<file path="src/rtl/mem_port_arbiter_if.sv">
// mem_port_arbiter_if: requester, completion and memory-port signals of the arbiter
interface mem_port_arbiter_if #(parameter int ADDR_L = 32, parameter int DATA_L = 32);
    logic              if_re;
    logic [ADDR_L-1:0] if_addr;
    logic              if_rack;
    logic [DATA_L-1:0] if_rdata;
    logic              ma_re;
    logic              ma_we;
    logic [1:0]        ma_rlen;
    logic [1:0]        ma_wlen;
    logic [ADDR_L-1:0] ma_raddr;
    logic [ADDR_L-1:0] ma_waddr;
    logic [DATA_L-1:0] ma_wdata;
    logic              ma_rack;
    logic              ma_wack;
    logic [DATA_L-1:0] ma_rdata;
    logic              mem_en;
    logic              mem_we;
    logic [1:0]        mem_len;
    logic [ADDR_L-1:0] mem_addr;
    logic [DATA_L-1:0] mem_wdata;
    logic [DATA_L-1:0] mem_rdata;
    logic              mem_ready;
    logic              err;
    modport slave (
        input  if_re, if_addr, ma_re, ma_we, ma_rlen, ma_wlen, ma_raddr, ma_waddr, ma_wdata, mem_rdata, mem_ready,
        output if_rack, if_rdata, ma_rack, ma_wack, ma_rdata, mem_en, mem_we, mem_len, mem_addr, mem_wdata, err
    );
    modport master (
        output if_re, if_addr, ma_re, ma_we, ma_rlen, ma_wlen, ma_raddr, ma_waddr, ma_wdata, mem_rdata, mem_ready,
        input  if_rack, if_rdata, ma_rack, ma_wack, ma_rdata, mem_en, mem_we, mem_len, mem_addr, mem_wdata, err
    );
endinterface

</file>
<file path="src/rtl/mem_port_arbiter.sv">
// mem_port_arbiter: shares one memory port between IF and MA with MA priority, IF anti-starvation and timeout
module mem_port_arbiter #(
    parameter int ADDR_L     = 32,
    parameter int DATA_L     = 32,
    parameter int STARVE_MAX = 4,
    parameter int TIMEOUT    = 64
) (
    input logic               clk,
    input logic               rst,
    mem_port_arbiter_if.slave bus
);
    localparam int SW = $clog2(STARVE_MAX + 1);
    localparam int TW = $clog2(TIMEOUT + 1);
    localparam logic [SW-1:0] SMAX  = SW'(STARVE_MAX);
    localparam logic [TW-1:0] TLAST = TW'(TIMEOUT - 1);
    typedef enum logic [1:0] {IDLE, BUSY, DONE} state_t;
    typedef enum logic [1:0] {OWN_IF, OWN_MR, OWN_MW} owner_t;
    state_t            state, state_nx;
    owner_t            own, g_own;
    logic [SW-1:0]     scnt;
    logic [TW-1:0]     tcnt;
    logic              err_q, req, g_if, illegal, timeout, finish;
    logic [1:0]        g_len;
    logic [ADDR_L-1:0] g_addr;
    logic [DATA_L-1:0] rd_cap;
    // Pick the next owner, classify its request, and drive the state-derived outputs
    always_comb begin
        req      = bus.if_re || bus.ma_re || bus.ma_we;
        g_if     = bus.if_re && (scnt == SMAX || !(bus.ma_re || bus.ma_we));
        g_own    = g_if ? OWN_IF : bus.ma_we ? OWN_MW : OWN_MR;
        g_len    = g_if ? 2'b11 : bus.ma_we ? bus.ma_wlen : bus.ma_rlen;
        g_addr   = g_if ? bus.if_addr : bus.ma_we ? bus.ma_waddr : bus.ma_raddr;
        illegal  = g_len == 2'b10 || (g_len == 2'b01 && g_addr[0]) || (g_len == 2'b11 && g_addr[1:0] != 2'b00);
        timeout  = tcnt == TLAST && !bus.mem_ready;
        finish   = bus.mem_ready || timeout;
        rd_cap   = bus.mem_ready ? bus.mem_rdata : '0;
        state_nx = state == IDLE ? (req ? (illegal ? DONE : BUSY) : IDLE)
                 : state == BUSY ? (finish ? DONE : BUSY) : IDLE;
        bus.mem_en  = state == BUSY;
        bus.if_rack = state == DONE && own == OWN_IF;
        bus.ma_rack = state == DONE && own == OWN_MR;
        bus.ma_wack = state == DONE && own == OWN_MW;
        bus.err     = state == DONE && err_q;
    end
    // State register
    always_ff @(posedge clk) begin
        if (rst) state <= IDLE;
        else state <= state_nx;
    end
    // Latch the granted transaction, run the starve/timeout counters and capture completion data
    always_ff @(posedge clk) begin
        if (rst) begin
            own           <= OWN_IF;
            err_q         <= 1'b0;
            scnt          <= '0;
            tcnt          <= '0;
            bus.mem_we    <= 1'b0;
            bus.mem_len   <= 2'b00;
            bus.mem_addr  <= '0;
            bus.mem_wdata <= '0;
            bus.if_rdata  <= '0;
            bus.ma_rdata  <= '0;
        end else if (state == IDLE && req) begin
            own           <= g_own;
            err_q         <= illegal;
            tcnt          <= '0;
            scnt          <= (g_if || !bus.if_re) ? '0 : scnt + SW'(scnt != SMAX);
            bus.mem_we    <= g_own == OWN_MW;
            bus.mem_len   <= g_len;
            bus.mem_addr  <= g_addr;
            bus.mem_wdata <= g_own == OWN_MW ? bus.ma_wdata : '0;
            if (illegal && g_own == OWN_IF) bus.if_rdata <= '0;
            if (illegal && g_own == OWN_MR) bus.ma_rdata <= '0;
        end else if (state == BUSY) begin
            tcnt <= tcnt + 1'b1;
            if (finish) begin
                err_q <= timeout;
                if (own == OWN_IF) bus.if_rdata <= rd_cap;
                if (own == OWN_MR) bus.ma_rdata <= rd_cap;
            end
        end
    end
endmodule

</file>
<file path="src/flat_wrapper.sv">
// flat-port wrapper written by rule: the top's interface ports become plain ports
module mem_port_arbiter_flat 
#(
    parameter int ADDR_L     = 32,
    parameter int DATA_L     = 32,
    parameter int STARVE_MAX = 4,
    parameter int TIMEOUT    = 64
)
  (clk, rst, bus_if_re, bus_if_addr, bus_ma_re, bus_ma_we, bus_ma_rlen, bus_ma_wlen, bus_ma_raddr, bus_ma_waddr, bus_ma_wdata, bus_mem_rdata, bus_mem_ready, bus_if_rack, bus_if_rdata, bus_ma_rack, bus_ma_wack, bus_ma_rdata, bus_mem_en, bus_mem_we, bus_mem_len, bus_mem_addr, bus_mem_wdata, bus_err);
  mem_port_arbiter_if #(.ADDR_L(ADDR_L), .DATA_L(DATA_L)) bus_i ();
  input logic clk;
  input logic rst;
  input wire logic [$bits(bus_i.if_re)-1:0] bus_if_re;
  input wire logic [$bits(bus_i.if_addr)-1:0] bus_if_addr;
  input wire logic [$bits(bus_i.ma_re)-1:0] bus_ma_re;
  input wire logic [$bits(bus_i.ma_we)-1:0] bus_ma_we;
  input wire logic [$bits(bus_i.ma_rlen)-1:0] bus_ma_rlen;
  input wire logic [$bits(bus_i.ma_wlen)-1:0] bus_ma_wlen;
  input wire logic [$bits(bus_i.ma_raddr)-1:0] bus_ma_raddr;
  input wire logic [$bits(bus_i.ma_waddr)-1:0] bus_ma_waddr;
  input wire logic [$bits(bus_i.ma_wdata)-1:0] bus_ma_wdata;
  input wire logic [$bits(bus_i.mem_rdata)-1:0] bus_mem_rdata;
  input wire logic [$bits(bus_i.mem_ready)-1:0] bus_mem_ready;
  output wire logic [$bits(bus_i.if_rack)-1:0] bus_if_rack;
  output wire logic [$bits(bus_i.if_rdata)-1:0] bus_if_rdata;
  output wire logic [$bits(bus_i.ma_rack)-1:0] bus_ma_rack;
  output wire logic [$bits(bus_i.ma_wack)-1:0] bus_ma_wack;
  output wire logic [$bits(bus_i.ma_rdata)-1:0] bus_ma_rdata;
  output wire logic [$bits(bus_i.mem_en)-1:0] bus_mem_en;
  output wire logic [$bits(bus_i.mem_we)-1:0] bus_mem_we;
  output wire logic [$bits(bus_i.mem_len)-1:0] bus_mem_len;
  output wire logic [$bits(bus_i.mem_addr)-1:0] bus_mem_addr;
  output wire logic [$bits(bus_i.mem_wdata)-1:0] bus_mem_wdata;
  output wire logic [$bits(bus_i.err)-1:0] bus_err;
  assign bus_i.if_re = bus_if_re;
  assign bus_i.if_addr = bus_if_addr;
  assign bus_i.ma_re = bus_ma_re;
  assign bus_i.ma_we = bus_ma_we;
  assign bus_i.ma_rlen = bus_ma_rlen;
  assign bus_i.ma_wlen = bus_ma_wlen;
  assign bus_i.ma_raddr = bus_ma_raddr;
  assign bus_i.ma_waddr = bus_ma_waddr;
  assign bus_i.ma_wdata = bus_ma_wdata;
  assign bus_i.mem_rdata = bus_mem_rdata;
  assign bus_i.mem_ready = bus_mem_ready;
  assign bus_if_rack = bus_i.if_rack;
  assign bus_if_rdata = bus_i.if_rdata;
  assign bus_ma_rack = bus_i.ma_rack;
  assign bus_ma_wack = bus_i.ma_wack;
  assign bus_ma_rdata = bus_i.ma_rdata;
  assign bus_mem_en = bus_i.mem_en;
  assign bus_mem_we = bus_i.mem_we;
  assign bus_mem_len = bus_i.mem_len;
  assign bus_mem_addr = bus_i.mem_addr;
  assign bus_mem_wdata = bus_i.mem_wdata;
  assign bus_err = bus_i.err;
  mem_port_arbiter #(.ADDR_L(ADDR_L), .DATA_L(DATA_L), .STARVE_MAX(STARVE_MAX), .TIMEOUT(TIMEOUT)) u_core (.clk(clk), .rst(rst), .bus(bus_i));
endmodule
</file>
<file path="config.mk">
export PLATFORM = sky130hd
export DESIGN_NAME = mem_port_arbiter_flat
export DESIGN_NICKNAME = d
export VERILOG_FILES = /design/src/rtl/mem_port_arbiter_if.sv /design/src/rtl/mem_port_arbiter.sv /design/src/flat_wrapper.sv
export SDC_FILE = /design/constraint.sdc
export NUM_CORES = 1
export LEC_CHECK = 0
export BUFFER_PORTS_ARGS = -buffer_cell sky130_fd_sc_hd__clkbuf_2
export CAP_MARGIN = 10
export CORE_UTILIZATION = 47
export DETAILED_ROUTE_END_ITERATION = 16
export GPL_TIMING_DRIVEN = 0
export PLACE_DENSITY = 0.81
export RECOVER_POWER = 25
export SLEW_MARGIN = 30
export SYNTH_ARGS = -nofsm -noshare
export SYNTH_HDL_FRONTEND = slang
export SYNTH_SLANG_ARGS = --single-unit
export TNS_END_PERCENT = 50
</file>
<file path="constraint.sdc">
create_clock -name clk -period 2.3 [get_ports clk]
set_input_delay 0.115 -clock clk [delete_from_list [all_inputs] [get_ports clk]]
set_output_delay 0.115 -clock clk [all_outputs]
set_load 0.05 [all_outputs]
</file>
==> metrics.cfg, run 1 <==
[pwr]
vdd_drop_max_uv = 440
p_per_area_nw_per_um2 = 812
power_uw = 7900
power.leakage_uw = 0.00405

[global_route]
grtUsageTotal_pct = 33.5
grt_max_degree = 17
grt_pass1_vias = 7519
global_route.usage.met3_pct = 8.62
gr-total-overflow = 0
grt_pass1_wl_mm = 37.2
antenna_found_initial = 0
top_usage_layer = met2
grt_use_met2_pct = 58.1
grt_use_met1_pct = 37.7

[final_layout]
drive_gt1_share_pct = 27.4
fin_util_pct = 73.1
fin_nets = 1320
nFillCells = 1003
post-route-cell-area_sq_um = 9720
area_growth_syn_to_layout_pct = 50.6

[detailed_routing]
num_vias = 7594
drt_iter0_drc = 478
drc = 0
dr.pass1.iters = 7
ant_nets = 0
wl_per_cell_um = 17.8
wl_mm = 23.8
via_per_inst = 5.68

[floorplanning]
std_cell_rows = 42
ioPinCount = 306
die_area_sq_um = 14200
die_h_um = 119
coreArea_sq_um = 13300
initial_utilization_pct = 48.6
die_w_um = 119

[critical_path]
rr_endpoint = u_core.bus.if_rdata[26]$_SDFFE_PP0P_
critPathRequiredTime_ps = 2580
crit_start = u_core.scnt[0]$_SDFFE_PP0P_
path_max_fanout = 10
endpoint_kind = flip-flop
worstPathArrival_ps = 2500
r2r_start = u_core.scnt[0]$_SDFFE_PP0P_
reg2reg_depth = 10
worstSetupPathType = reg -> reg
start_kind = flip-flop
ff2ff_setup_slack_ps = 80
setup.worst_path.end = u_core.bus.if_rdata[26]$_SDFFE_PP0P_

[logic_synthesis]
netlist_area_sq_um = 6460
synth_area_per_cell_sq_um = 8.81
synth_nets = 906
synth_top_cell_area_share_pct = 45.0
yosysTopAreaCell = dfxtp_1
synthTopCellsByArea = dfxtp_1 45%, a2111o_1 5.6%, a21oi_1 5.4%
synth_cells = 733
ys_seq_area_share_pct = 45.0
synth.distinct_cells = 48
yosys_warnings = 0
synth_seq_cells = 145

[sta]
max-slew-margin-rel_pct = 55.8
fin_crit_sh_pct = 96.6
setup_violations = 0
whs_ps = 16.1
fin_tns_setup_ps = 0
period_needed_ps = 2220
max_freq_ghz = 0.450
maxSlewViolCount = 0
worstMarginPinSlew_ps = 665
timing_hold_violations_final = 0
skew_ps = 9.77

[placement]
io_buffer_count = 304
dpl_cell_area_sq_um = 8200
dpl.hpwl_mm = 15.9
gp_congestion = 0.851

[status]
status = finished clean

[clock_network]
h-tree-depth = 4
clock_sinks = 145
clk_transition_reported_paths_ps = 60
root_buffer = clkbuf_16
cts_tree = built
clock_latency_ps = 420
cts_buffer_depth = 2
numCtsBuffers = 17

[job]
drv_cap = 0

[min_path]
hold_path_class = in -> reg

-- cell type report --
type | instances | area [sq um] | area share [%]
Buffer | 77 | 388 | 3.99
Clock inverter | 9 | 180 | 1.85
Inverter | 39 | 146 | 1.51
Tap cell | 176 | 220 | 2.26
Multi-Input combinational cell | 472 | 3080 | 31.7
Clock buffer | 22 | 464 | 4.77
Timing Repair Buffer | 395 | 2340 | 24.0
Sequential cell | 145 | 2900 | 29.9
Antenna cell | 1 | 2.50 | 0.0257
-- registers in the layout, summed over array words and instances (netlist names) --
name                  cells
u_core.err_q              1
u_core.scnt               3
u_core.bus.mem_len        2
u_core.tcnt               7
u_core.bus.if_rdata      32
u_core.bus.mem_addr      32
u_core.own                2
u_core.bus.mem_wdata     32
u_core.bus.ma_rdata      32
u_core.state              2
-- cells in the mapped netlist (all sizes together) --
cell type,instances
buf,39
a211oi,1
o211ai,11
clkinv,1
o221ai,1
clkbuf,38
a21oi,70
nor3b,3
nand4,33
nand2b,4
nor4b,1
o31a,1
and4,2
o31ai,1
nand2,86
a221oi,20
and2b,1
a31o,1
a31oi,1
o211a,1
nor3,7
ha,3
inv,38
and2,2
o21bai,1
nor2,38
o2bb2ai,1
a22o,32
dfxtp,145
o311ai,32
or3,1
xor2,4
or2,1
a2111o,32
xnor2,4
nand3,56
a21o,2
o21ai,2
mux2i,11
and3,2
mux2,2
o22ai,1
-- cell families (layout without fill, tap and decap cells) --
kind of cell | count (synthesis) | count (layout) | share of synthesized area, %
buffers and inverters | 116 | 542 | 7.95
AO/OA/AOI/OAI | 211 | 211 | 25.7
other | 0 | 1 | 0
multiplexers | 13 | 13 | 2.17
XOR/XNOR | 8 | 8 | 1.09
flip-flops | 145 | 145 | 45.0
AND/OR/NAND/NOR | 237 | 237 | 17.5
adder cells (fa/ha/maj) | 3 | 3 | 0.581
-- worst min-delay path by stage --
stage / start / to / slack (ps) / depth (start not counted)
global placement: bus_ma_wdata[11] / u_core.bus.mem_wdata[11]$_SDFFE_PP0P_ / 330 / 2
floorplan: bus_ma_wdata[23] / u_core.bus.mem_wdata[23]$_SDFFE_PP0P_ / 240 / 1
finish: bus_if_addr[21] / u_core.bus.mem_addr[21]$_SDFFE_PP0P_ / 20 / 3
detailed placement: bus_ma_wdata[14] / u_core.bus.mem_wdata[14]$_SDFFE_PP0P_ / 330 / 2
CTS: bus_if_addr[3] / u_core.bus.mem_addr[3]$_SDFFE_PP0P_ / 3 / 3
global route: bus_if_addr[28] / u_core.bus.mem_addr[28]$_SDFFE_PP0P_ / 30 / 3
-- critical path: stages (launching register included) --
cell and delay (ps):
dfxtp_1 380, inv_2 70, ha_4 170, o2bb2ai_4 130
and2_1 170, buf_6 140, and3_1 220, o31a_1 390
buf_4 210, nand3_1 120, a21oi_1 80
-- cell usage in the layout (no fill, tap or decap), drive strengths merged, types with 20 or more instances in the layout --
master         n
nand4         33
clkbuf       366
a22o          32
nand3         56
dfxtp        145
buf           41
nor2          38
inv           38
nand2         86
a21oi         70
a2111o        32
o311ai        32
dlygate4sd3   87
a221oi        20
-- per-layer routing --
| metal | vias up | routed length, um |
|---|---|---|
| li1 | 3546 | - |
| met1 | 3529 | 9240 |
| met2 | 431 | 11700 |
| met3 | 88 | 1890 |
| met4 | 0 | 952 |
| met5 | - | 0 |
-- where the power goes --
part / total (uW) / switching (uW) / internal [uW]
registers: 2780 / 103 / 2680
clock network: 3020 / 1050 / 1980
logic: 2090 / 1450 / 642
-- what timing repair did --
action,CTS,global route
hold buffers,87,0
buffers inserted,2,2
setup endpoints to repair,57,70
hold endpoints to repair,115,0
pin swaps,2,4
resized for setup,2,22
-- through the flow --
step | setup WS [ps] | cells
6_report | 78.0 | 1336
5_1_grt | -0.594 | 1335
4_1_cts | -0.174 | 1333
3_5_place_dp | -207 | 1213
3_3_place_gp | -184 | 1213
2_1_floorplan | 243 | 733
Power figures use the tool's default switching activity.
==> inputs of run 2 (changes only) <==
Settings changed: PLACE_DENSITY 0.81 to 0.87.
==> metrics.cfg, run 2 (same netlist as run 1, synthesis figures left out) <==
[clock_network]
clock_sinks = 145  ; unchanged
cts_buffer_depth = 2  ; unchanged
cts_tree = built  ; unchanged
h-tree-depth = 4  ; unchanged
numCtsBuffers = 17  ; unchanged
clock_latency_ps = 420  ; about the same
clk_transition_reported_paths_ps = 60  ; about the same
root_buffer = clkbuf_16  ; unchanged

[final_layout]
fin_util_pct = 73.4  ; was 73.1%
instances_no_fill = 1335  ; was 1336
drive_gt1_share_pct = 27.8  ; was 27.4%
final_cell_mix = 238 x clkbuf_2, 143 x dfxtp_1, 105 x clkbuf_1, 85 x nand2_1, 84 x dlygate4sd3_1  ; was 239 x clkbuf_2, 145 x dfxtp_1, 107 x clkbuf_1, 87 x dlygate4sd3_1, 85 x nand2_1
fin_nets = 1319  ; was 1320
n_antenna_cell = 0  ; was 1
nFillCells = 992  ; was 1003
area_growth_syn_to_layout_pct = 51.2  ; was 50.6%
layout_commonest_cell = clkbuf_2  ; unchanged
post-route-cell-area_sq_um = 9760  ; was 9720 sq um

[floorplanning]
die_w_um = 119  ; unchanged
initial_utilization_pct = 48.6  ; unchanged
die_area_sq_um = 14200  ; unchanged
coreArea_sq_um = 13300  ; unchanged
ioPinCount = 306  ; unchanged
die_h_um = 119  ; unchanged
std_cell_rows = 42  ; unchanged

[critical_path]
endpoint_kind = flip-flop  ; unchanged
path_max_fanout = 10  ; unchanged
start_kind = flip-flop  ; unchanged
critPathRequiredTime_ps = 2640  ; was 2580 ps
reg2reg_depth = 10  ; unchanged
worstPathArrival_ps = 2560  ; was 2500 ps
worstSetupPathType = reg -> reg  ; unchanged
ff2ff_setup_slack_ps = 90  ; was 80 ps
rr_endpoint = u_core.bus.if_rdata[17]$_SDFFE_PP0P_  ; was u_core.bus.if_rdata[26]$_SDFFE_PP0P_
max_stage_delay_ps = 400  ; was 390 ps
slowest_stage = o31ai_4  ; was o31a_1
path_cells = inv_1 -> ha_4 -> o2bb2ai_4 -> and2_1 -> buf_6 -> and3_1 -> o31ai_4 -> buf_2 -> nand2_1 -> a21oi_1  ; was inv_2 -> ha_4 -> o2bb2ai_4 -> and2_1 -> buf_6 -> and3_1 -> o31a_1 -> buf_4 -> nand3_1 -> a21oi_1
r2r_start = u_core.scnt[0]$_SDFFE_PP0P_  ; unchanged

[pwr]
p_per_area_nw_per_um2 = 838  ; was 812 nW/um^2
p_sw_uw = 2700  ; was 2600 uW
seq_power_share_pct = 34.0  ; was 35.2%
power.leakage_uw = 0.00408  ; was 0.00405 uW
pwr-share-comb_pct = 25.6  ; was 26.5%
switching_share_pct = 33.0  ; was 32.9%
internal_power_uw = 5480  ; was 5300 uW
p_clk_share_pct = 40.4  ; was 38.3%
vdd_drop_max_uv = 616  ; was 440 uV
power_uw = 8180  ; was 7900 uW

[placement]
place_inst = 1213  ; unchanged
dpl.hpwl_mm = 15.9  ; about the same
gp_congestion = 0.876  ; was 0.851
dpl_cell_area_sq_um = 8200  ; unchanged
io_buffer_count = 304  ; unchanged

[sta]
maxSlewViolCount = 0  ; unchanged
worstMarginPinSlew_ps = 666  ; was 665 ps
skew_ps = 8.85  ; was 9.77 ps
max_freq_ghz = 0.452  ; was 0.450 GHz
fin_crit_sh_pct = 96.3  ; was 96.6%
timing_hold_violations_final = 0  ; unchanged
setup_violations = 0  ; unchanged
period_needed_ps = 2210  ; was 2220 ps
max-slew-margin-rel_pct = 55.8  ; about the same

[global_route]
grt_use_met1_pct = 36.8  ; was 37.7%
grt_max_degree = 17  ; unchanged
grt_pass1_wl_mm = 36.9  ; was 37.2 mm
grt_use_met2_pct = 56.8  ; was 58.1%
antenna_found_initial = 0  ; unchanged
grtUsageTotal_pct = 32.8  ; was 33.5%
grt_pass1_vias = 7472  ; was 7519
top_usage_layer = met2  ; unchanged
gr-total-overflow = 0  ; unchanged
global_route.usage.met3_pct = 8.57  ; was 8.62%

[detailed_routing]
drc = 0  ; unchanged
via_per_inst = 5.75  ; was 5.68
drt_iter0_drc = 588  ; was 478
wl_mm = 23.9  ; was 23.8 mm
num_vias = 7671  ; was 7594
dr.pass1.iters = 7  ; unchanged
wl_per_cell_um = 17.9  ; was 17.8 um
ant_nets = 0  ; unchanged

[min_path]
hold_depth = 3  ; unchanged
worstHoldStart = bus_if_addr[19]  ; was bus_if_addr[21]
hold_path_class = in -> reg  ; unchanged
min_to = u_core.bus.mem_addr[19]$_SDFFE_PP0P_  ; was u_core.bus.mem_addr[21]$_SDFFE_PP0P_

[job]
drv_cap = 0  ; unchanged

[status]
status = finished clean  ; unchanged

run 2: repair_timing:
action                                 CTS  global route
resized for setup                        5            16
hold buffers                            84             0
setup endpoints to repair               58            61
endpoints found under the hold margin  110             0
pin swaps                                2             3
buffers inserted                         2             4
run 2: through the flow:
| step | setup TNS, ps | hold WS (ps) | setup slack (ps) |
|---|---|---|---|
| floorplan | 0 | 241 | 243 |
| global placement | -6000 | 325 | -210 |
| detailed placement | -7390 | 330 | -261 |
| CTS | 0 | 5.53 | 3.96 |
| global route | -129 | 31.7 | -27.9 |
| finish | 0 | 9.81 | 86.0 |
run 2: how the worst max path moves through the flow:
| stage | cells after the start | startpoint | to |
|---|---|---|---|
| final | 10 | u_core.scnt[0]$_SDFFE_PP0P_ | u_core.bus.if_rdata[17]$_SDFFE_PP0P_ |
| after global routing | 8 | u_core.tcnt[0]$_SDFFE_PP0P_ | u_core.bus.if_rdata[18]$_SDFFE_PP0P_ |
| after CTS | 11 | u_core.scnt[1]$_SDFFE_PP0P_ | u_core.bus.ma_rdata[12]$_SDFFE_PP0P_ |
| after detailed placement | 10 | u_core.scnt[0]$_SDFFE_PP0P_ | u_core.bus.if_rdata[30]$_SDFFE_PP0P_ |
| after global placement | 10 | u_core.scnt[0]$_SDFFE_PP0P_ | u_core.bus.if_rdata[24]$_SDFFE_PP0P_ |
| after floorplan | 1 | u_core.own[1]$_SDFFE_PP0P_ | bus_ma_wack |
run 2: layout make-up:
| type | count | area [sq um] | share of cell area, % |
|---|---|---|---|
| tap | 176 | 220 | 2.26 |
| multi-input combinational | 472 | 3080 | 31.5 |
| timing repair buffer | 394 | 2320 | 23.8 |
| sequential | 145 | 2910 | 29.8 |
| clock buffer | 17 | 425 | 4.36 |
| clock inverter | 15 | 278 | 2.85 |
| inverter | 39 | 146 | 1.50 |
| buffer | 77 | 388 | 3.97 |
run 2: critical path: cells and delay by family (launching register included):
family / cells / cell delay (ps)
adder cells (fa/ha/maj): 1 / 170
AO/OA/AOI/OAI: 3 / 670
flip-flops: 1 / 350
buffers and inverters: 3 / 490
AND/OR/NAND/NOR: 3 / 470
run 2: layer usage:
metal  vias to the layer above  share of wire [%]
li1                       3535                  -
met1                      3544                 38
met5                         -                  0
met2                       478                 48
met4                         0                4.8
met3                       114                8.9
run 2: power groups by stage:
stage                     clock network (uW)  registers [uW]  logic [uW]
final                                   3300            2780        2090
after global routing                    3440            2800        2210
after CTS                               3310            2770        2030
after detailed placement                   0            2830        1880
after global placement                     0            2820        1860
after floorplan                            0            3320         801
